==> src/rtl/nibble_serial_subtractor.sv <==
// rtl/nibble_serial_subtractor.sv - multi-cycle subtractor, one nibble per clock, LSB first
module nibble_serial_subtractor #(
  parameter int WIDTH = 32
) (
  input  logic             i_clk,
  input  logic             i_rst_n,
  input  logic             i_start,
  input  logic [WIDTH-1:0] i_minuend,
  input  logic [WIDTH-1:0] i_subtrahend,
  input  logic             i_borrow,
  output logic             o_busy,
  output logic             o_valid,
  output logic [WIDTH-1:0] o_diff,
  output logic             o_borrow,
  output logic             o_zero,
  output logic             o_neg,
  output logic             o_ovf,
  output logic             o_lt,
  output logic             o_ltu
);

  localparam int N  = WIDTH / 4;
  localparam int CW = (N > 1) ? $clog2(N) : 1;

  typedef enum logic {IDLE, BUSY} state_t;

  state_t           state_q, state_d;
  logic [CW-1:0]    cnt_q, cnt_d;
  logic [WIDTH-1:0] a_q, a_d, b_q, b_d, work_q, work_d;
  logic             carry_q, carry_d;
  logic [WIDTH-1:0] diff_q, diff_d;
  logic             borrow_q, borrow_d, zero_q, zero_d, neg_q, neg_d, ovf_q, ovf_d;
  logic             valid_q, valid_d;
  logic [4:0]       nib_sum;
  logic             last;

  // Operands shift right each step, so the active nibble is always at [3:0]
  // and on the final step a_q[3]/b_q[3] are the original sign bits.
  always_comb begin
    nib_sum  = {1'b0, a_q[3:0]} + {1'b0, ~b_q[3:0]} + {4'b0000, carry_q};
    last     = (cnt_q == CW'(N - 1));
    state_d  = state_q;
    cnt_d    = cnt_q;
    a_d      = a_q;
    b_d      = b_q;
    work_d   = work_q;
    carry_d  = carry_q;
    diff_d   = diff_q;
    borrow_d = borrow_q;
    zero_d   = zero_q;
    neg_d    = neg_q;
    ovf_d    = ovf_q;
    valid_d  = 1'b0;
    case (state_q)
      IDLE: begin
        if (i_start) begin
          a_d     = i_minuend;
          b_d     = i_subtrahend;
          carry_d = ~i_borrow;
          cnt_d   = '0;
          state_d = BUSY;
        end
      end
      BUSY: begin
        a_d     = a_q >> 4;
        b_d     = b_q >> 4;
        work_d  = {nib_sum[3:0], work_q[WIDTH-1:4]};
        carry_d = nib_sum[4];
        cnt_d   = cnt_q + CW'(1);
        if (last) begin
          state_d  = IDLE;
          cnt_d    = '0;
          diff_d   = work_d;
          borrow_d = ~nib_sum[4];
          zero_d   = (work_d == '0);
          neg_d    = work_d[WIDTH-1];
          ovf_d    = (a_q[3] != b_q[3]) && (work_d[WIDTH-1] != a_q[3]);
          valid_d  = 1'b1;
        end
      end
      default: state_d = IDLE;
    endcase
  end

  always_ff @(posedge i_clk or negedge i_rst_n) begin
    if (!i_rst_n) begin
      state_q  <= IDLE;
      cnt_q    <= '0;
      a_q      <= '0;
      b_q      <= '0;
      work_q   <= '0;
      carry_q  <= 1'b0;
      diff_q   <= '0;
      borrow_q <= 1'b0;
      zero_q   <= 1'b0;
      neg_q    <= 1'b0;
      ovf_q    <= 1'b0;
      valid_q  <= 1'b0;
    end else begin
      state_q  <= state_d;
      cnt_q    <= cnt_d;
      a_q      <= a_d;
      b_q      <= b_d;
      work_q   <= work_d;
      carry_q  <= carry_d;
      diff_q   <= diff_d;
      borrow_q <= borrow_d;
      zero_q   <= zero_d;
      neg_q    <= neg_d;
      ovf_q    <= ovf_d;
      valid_q  <= valid_d;
    end
  end

  assign o_busy   = (state_q == BUSY);
  assign o_valid  = valid_q;
  assign o_diff   = diff_q;
  assign o_borrow = borrow_q;
  assign o_zero   = zero_q;
  assign o_neg    = neg_q;
  assign o_ovf    = ovf_q;
  assign o_lt     = neg_q ^ ovf_q;
  assign o_ltu    = borrow_q;

endmodule

==> config.mk <==
export PLATFORM = sky130hd
export DESIGN_NAME = nibble_serial_subtractor
export DESIGN_NICKNAME = d
export VERILOG_FILES = /design/src/rtl/nibble_serial_subtractor.sv
export SDC_FILE = /design/constraint.sdc
export NUM_CORES = 1
export LEC_CHECK = 0
export ABC_AREA = 1
export ABC_CLOCK_PERIOD_IN_PS = 1680
export BUFFER_PORTS_ARGS = -buffer_cell sky130_fd_sc_hd__buf_2
export CORE_MARGIN = 1
export CORE_UTILIZATION = 35
export DETAILED_ROUTE_END_ITERATION = 10
export GPL_ROUTABILITY_DRIVEN = 0
export PLACE_DENSITY = 0.67
export REMOVE_ABC_BUFFERS = 1
export SLEW_MARGIN = 20
export SYNTH_ARGS = -nofsm -noshare
export SYNTH_HDL_FRONTEND = slang
export SYNTH_SLANG_ARGS = --single-unit
==> constraint.sdc <==
create_clock -name i_clk -period 1.68 [get_ports i_clk]
set_input_delay 0.168 -clock i_clk [delete_from_list [all_inputs] [get_ports i_clk]]
set_output_delay 0.168 -clock i_clk [all_outputs]
set_load 0.02 [all_outputs]
==> results by group <==
Run status
  – Status: finished, violations left
  – Failing checks: setup timing

Critical path
  – CP Launch Type: register
  – Worst EP required: 2.01 ns
  – WS Path Type: reg -> reg
  – Reg-to-Reg Start: a_q[0]
  – R2R depth: 6
  – Delay-heaviest family, CP: adder cells
  – CP bufs+invs: 2
  – Slowest cell on crit path: fa_2
  – Crit-path cells: fa_2, fa_2, buf_4, buf_4, nand2_1, o21ai_1
  – Critical Path Sink Type: register
  – Reg2Reg Setup Slack: -0.1 ns
  – Worst r2r dst: work_q[29]
  – CP max FO: 2
  – Biggest cell delay along the critical path: around 0.56 ns
  – CP Data Arrival Time: between 2 and 2.5 ns

Global route
  – Global Route met3 Usage: between 5 and 6%
  – First-pass GRT wire length: about 22000 microns
  – Global routing usage on met1: between 20% and 30%
  – Antenna violations before repair: 2
  – Largest net degree at the start of global routing: 72
  – Layer with the highest usage: met2
  – All-Layer GR Usage: 16.6%
  – Met2 Use GR: between 20% and 30%
  – Number of global-route vias before repair: ~4.5k
  – Grt ovf: 0

Route
  – DR vias: approximately 4.6k
  – DR vias/cell: between 4 and 5
  – Wire per inst: 13.0 microns
  – ANT nets after route: 0
  – WL final: about 13000 microns
  – 1st-iter DRT viols: around 300
  – First-pass iteration count of the detailed router: 4
  – DRC Markers: 0

STA
  – Final setup violation count: 6
  – Final hold slack: about 0.012 ns
  – Final Skew: about 0.011 ns
  – Min Tclk post-route: between 1.5 and 2 ns
  – Worst-Margin Slew: ~0.43 ns
  – Hold Violations, Final: 0
  – Setup Total Neg Slack: -0.287 ns
  – Worst setup margin: -0.0979 ns
  – Slew margin rel.: between 70% and 80%
  – RSZ-0062 raised after global routing: true
  – Fmax: around 560 MHz
  – Max-slew violations: 0
  – Final Cycle Share: 106%

Die
  – CORE AREA: ~0.016 sq mm
  – Top-level I/O count: between 100 and 150
  – Die Y: between 100 and 150 microns
  – Chip Width: about 130 microns
  – FP Rows: 46
  – Initial core utilization: between 30% and 40%
  – Die Area: roughly 0.017 sq mm

Synth
  – Yosys reg bits: about 130
  – Gate Count Post-Synth: roughly 640
  – Number of distinct library cells after synthesis: 29
  – Syn_area_per_cell: 8.96 sq um
  – YS warnings: 0
  – Sequential element share of the synthesized area: 58.3%
  – Synthesized area: ~0.0057 sq mm

Place
  – Detailed placer's ending HPWL: 8450 microns
  – Placed Area: around 0.0065 sq mm
  – I/O Buffers: about 110

Clocking
  – Clock latency at the later pin of the worst-skew pair: 0.41 ns
  – Clock Path Buffers: 2
  – CTS sink cnt: 133
  – H-tree levels: 4
  – Root buffer cell: clkbuf_16
  – CTS tree: done
  – Clock transition at the registers of the reported paths: about 0.06 ns
  – CTS Buf Count: 17

Job
  – Max_cap viols: 0

Pwr
  – VDD IR max: 893 uV
  – Leak Pwr: 3.71 nW
  – Pwr dens: 1980 mW/mm^2

Layout
  – Post-route cell area: ~0.0074 sq mm
  – Area growth, synth to finish: 29.8%
  – Share of cells above drive strength 1: a little over a fifth
  – Final nets: between 800 and 900
  – Fillers: around 1.5k

Min path
  – Worst hold path type: in -> reg
  – Worst Hold Launch: i_minuend[25]
  – Hold Path End: a_q[25]
  – WHS Path Cells: 3
[layer usage]
layer,part of all wire (%),up-vias
met1,47,2156
met5,0.062,-
met3,6.5,14
met4,0.97,2
li1,-,2318
met2,45,126
[Yosys cell counts]
library cell | n | area share [%]
nand4_1 | 1 | 0.11
clkbuf_1 | 6 | 0.39
dfrtp_1 | 133 | 58
nand2_4 | 1 | 0.20
buf_2 | 20 | 1.8
xnor2_1 | 1 | 0.15
nor3_1 | 1 | 0.088
a22o_1 | 1 | 0.15
buf_1 | 3 | 0.20
fa_1 | 2 | 0.70
nor2_1 | 25 | 1.6
o22ai_1 | 6 | 0.66
buf_4 | 7 | 0.92
o21bai_1 | 1 | 0.13
buf_6 | 6 | 1.2
nor2_2 | 1 | 0.11
or2_0 | 1 | 0.11
o21ai_0 | 65 | 5.7
nor2_8 | 1 | 0.35
ha_1 | 5 | 1.1
nand3_1 | 107 | 9.4
o21ai_1 | 4 | 0.35
inv_1 | 37 | 2.4
o211ai_1 | 6 | 0.79
xor2_1 | 2 | 0.31
clkinv_1 | 1 | 0.066
nand2_1 | 189 | 12
inv_2 | 2 | 0.13
a21oi_1 | 2 | 0.18
[repair_timing]
action | 4_1_cts | 5_1_grt
setup buffers | 0 | 2
endpoints found under the setup margin | 8 | 9
pin swaps | 1 | 2
hold buffers | 20 | 0
gates resized for setup | 6 | 4
hold endpoints to repair | 60 | 0
[cell families after synthesis]
logic type / share of synthesized area, %
xor gates and xnor gates: 0.460
and+or+nand+nor: 24.4
DFF: 58.3
adders and majority gates: 1.80
AOI/OAI and AO/OA: 7.96
buffers and inverters: 7.08
[layout by cell type, fill, tap and decap left out, types with 5 or more instances in the layout]
master,netlist,layout
dlygate4sd3_1,0,20
nand3_1,107,107
dfrtp_1,133,132
o21ai_0,65,63
ha_1,5,5
bufinv_16,0,6
o21ai_1,4,5
nor2_1,25,25
nand2_1,189,189
buf_2,20,106
buf_12,0,7
buf_4,7,9
o211ai_1,6,6
clkbuf_16,0,17
inv_1,37,37
o22ai_1,6,6
[worst min-delay path, stage by stage]
cell,delay (ns)
buf_2,0.08
nand3_1,0.07
nand3_1,0.08
[where the power goes]
part / leakage [nW] / switching [mW] / internal [mW]
clock: 0.336 / 1.38 / 2.90
combinational: 1.66 / 3.08 / 1.95
sequential: 1.71 / 0.803 / 4.53
total: 3.71 / 5.26 / 9.38
[metrics by stage]
step           utilization [%]  total power [mW]  std cells  worst slack (ns)
6_report                  46.7              14.6        988           -0.0979
5_1_grt                   46.6              15.8        987            -0.211
4_1_cts                   46.4              14.7        985           -0.0751
3_5_place_dp              40.7              10.2        933            -0.206
3_3_place_gp              40.7              10.1        933            -0.149
2_1_floorplan                -              8.32        595             -1.93
[worst max-delay path by stage]
stage	from	end	slack [ns]	cells past startpoint
after detailed placement	a_q[0]	work_q[30]	-0.21	5
after global routing	a_q[0]	o_zero	-0.21	7
after CTS	carry_q	o_zero	-0.08	7
after global placement	a_q[0]	o_zero	-0.15	7
final	a_q[0]	work_q[29]	-0.1	6
after floorplan	o_busy	cnt_q[1]	-1.93	3
[sequential cells by signal, indices dropped and copies added (netlist names)]
register,cells
o_busy,1
carry_q,1
a_q,32
work_q,28
b_q,32
o_ovf,1
o_borrow,1
o_diff,32
o_zero,1
cnt_q,3
o_valid,1
[cell type report]
| type | count | area (sq um) | area share, % |
|---|---|---|---|
| multi-input cells | 422 | 2010 | 27.1 |
| diodes | 1 | 2.50 | 0.0338 |
| flip-flops and latches | 133 | 3330 | 45.0 |
| well taps | 216 | 270 | 3.65 |
| inverters | 40 | 150 | 2.03 |
| clock inverters | 12 | 224 | 3.02 |
| clock buffers | 20 | 467 | 6.30 |
| repair buffers | 144 | 961 | 13.0 |
No activity file was read; power rests on OpenSTA's default activity.
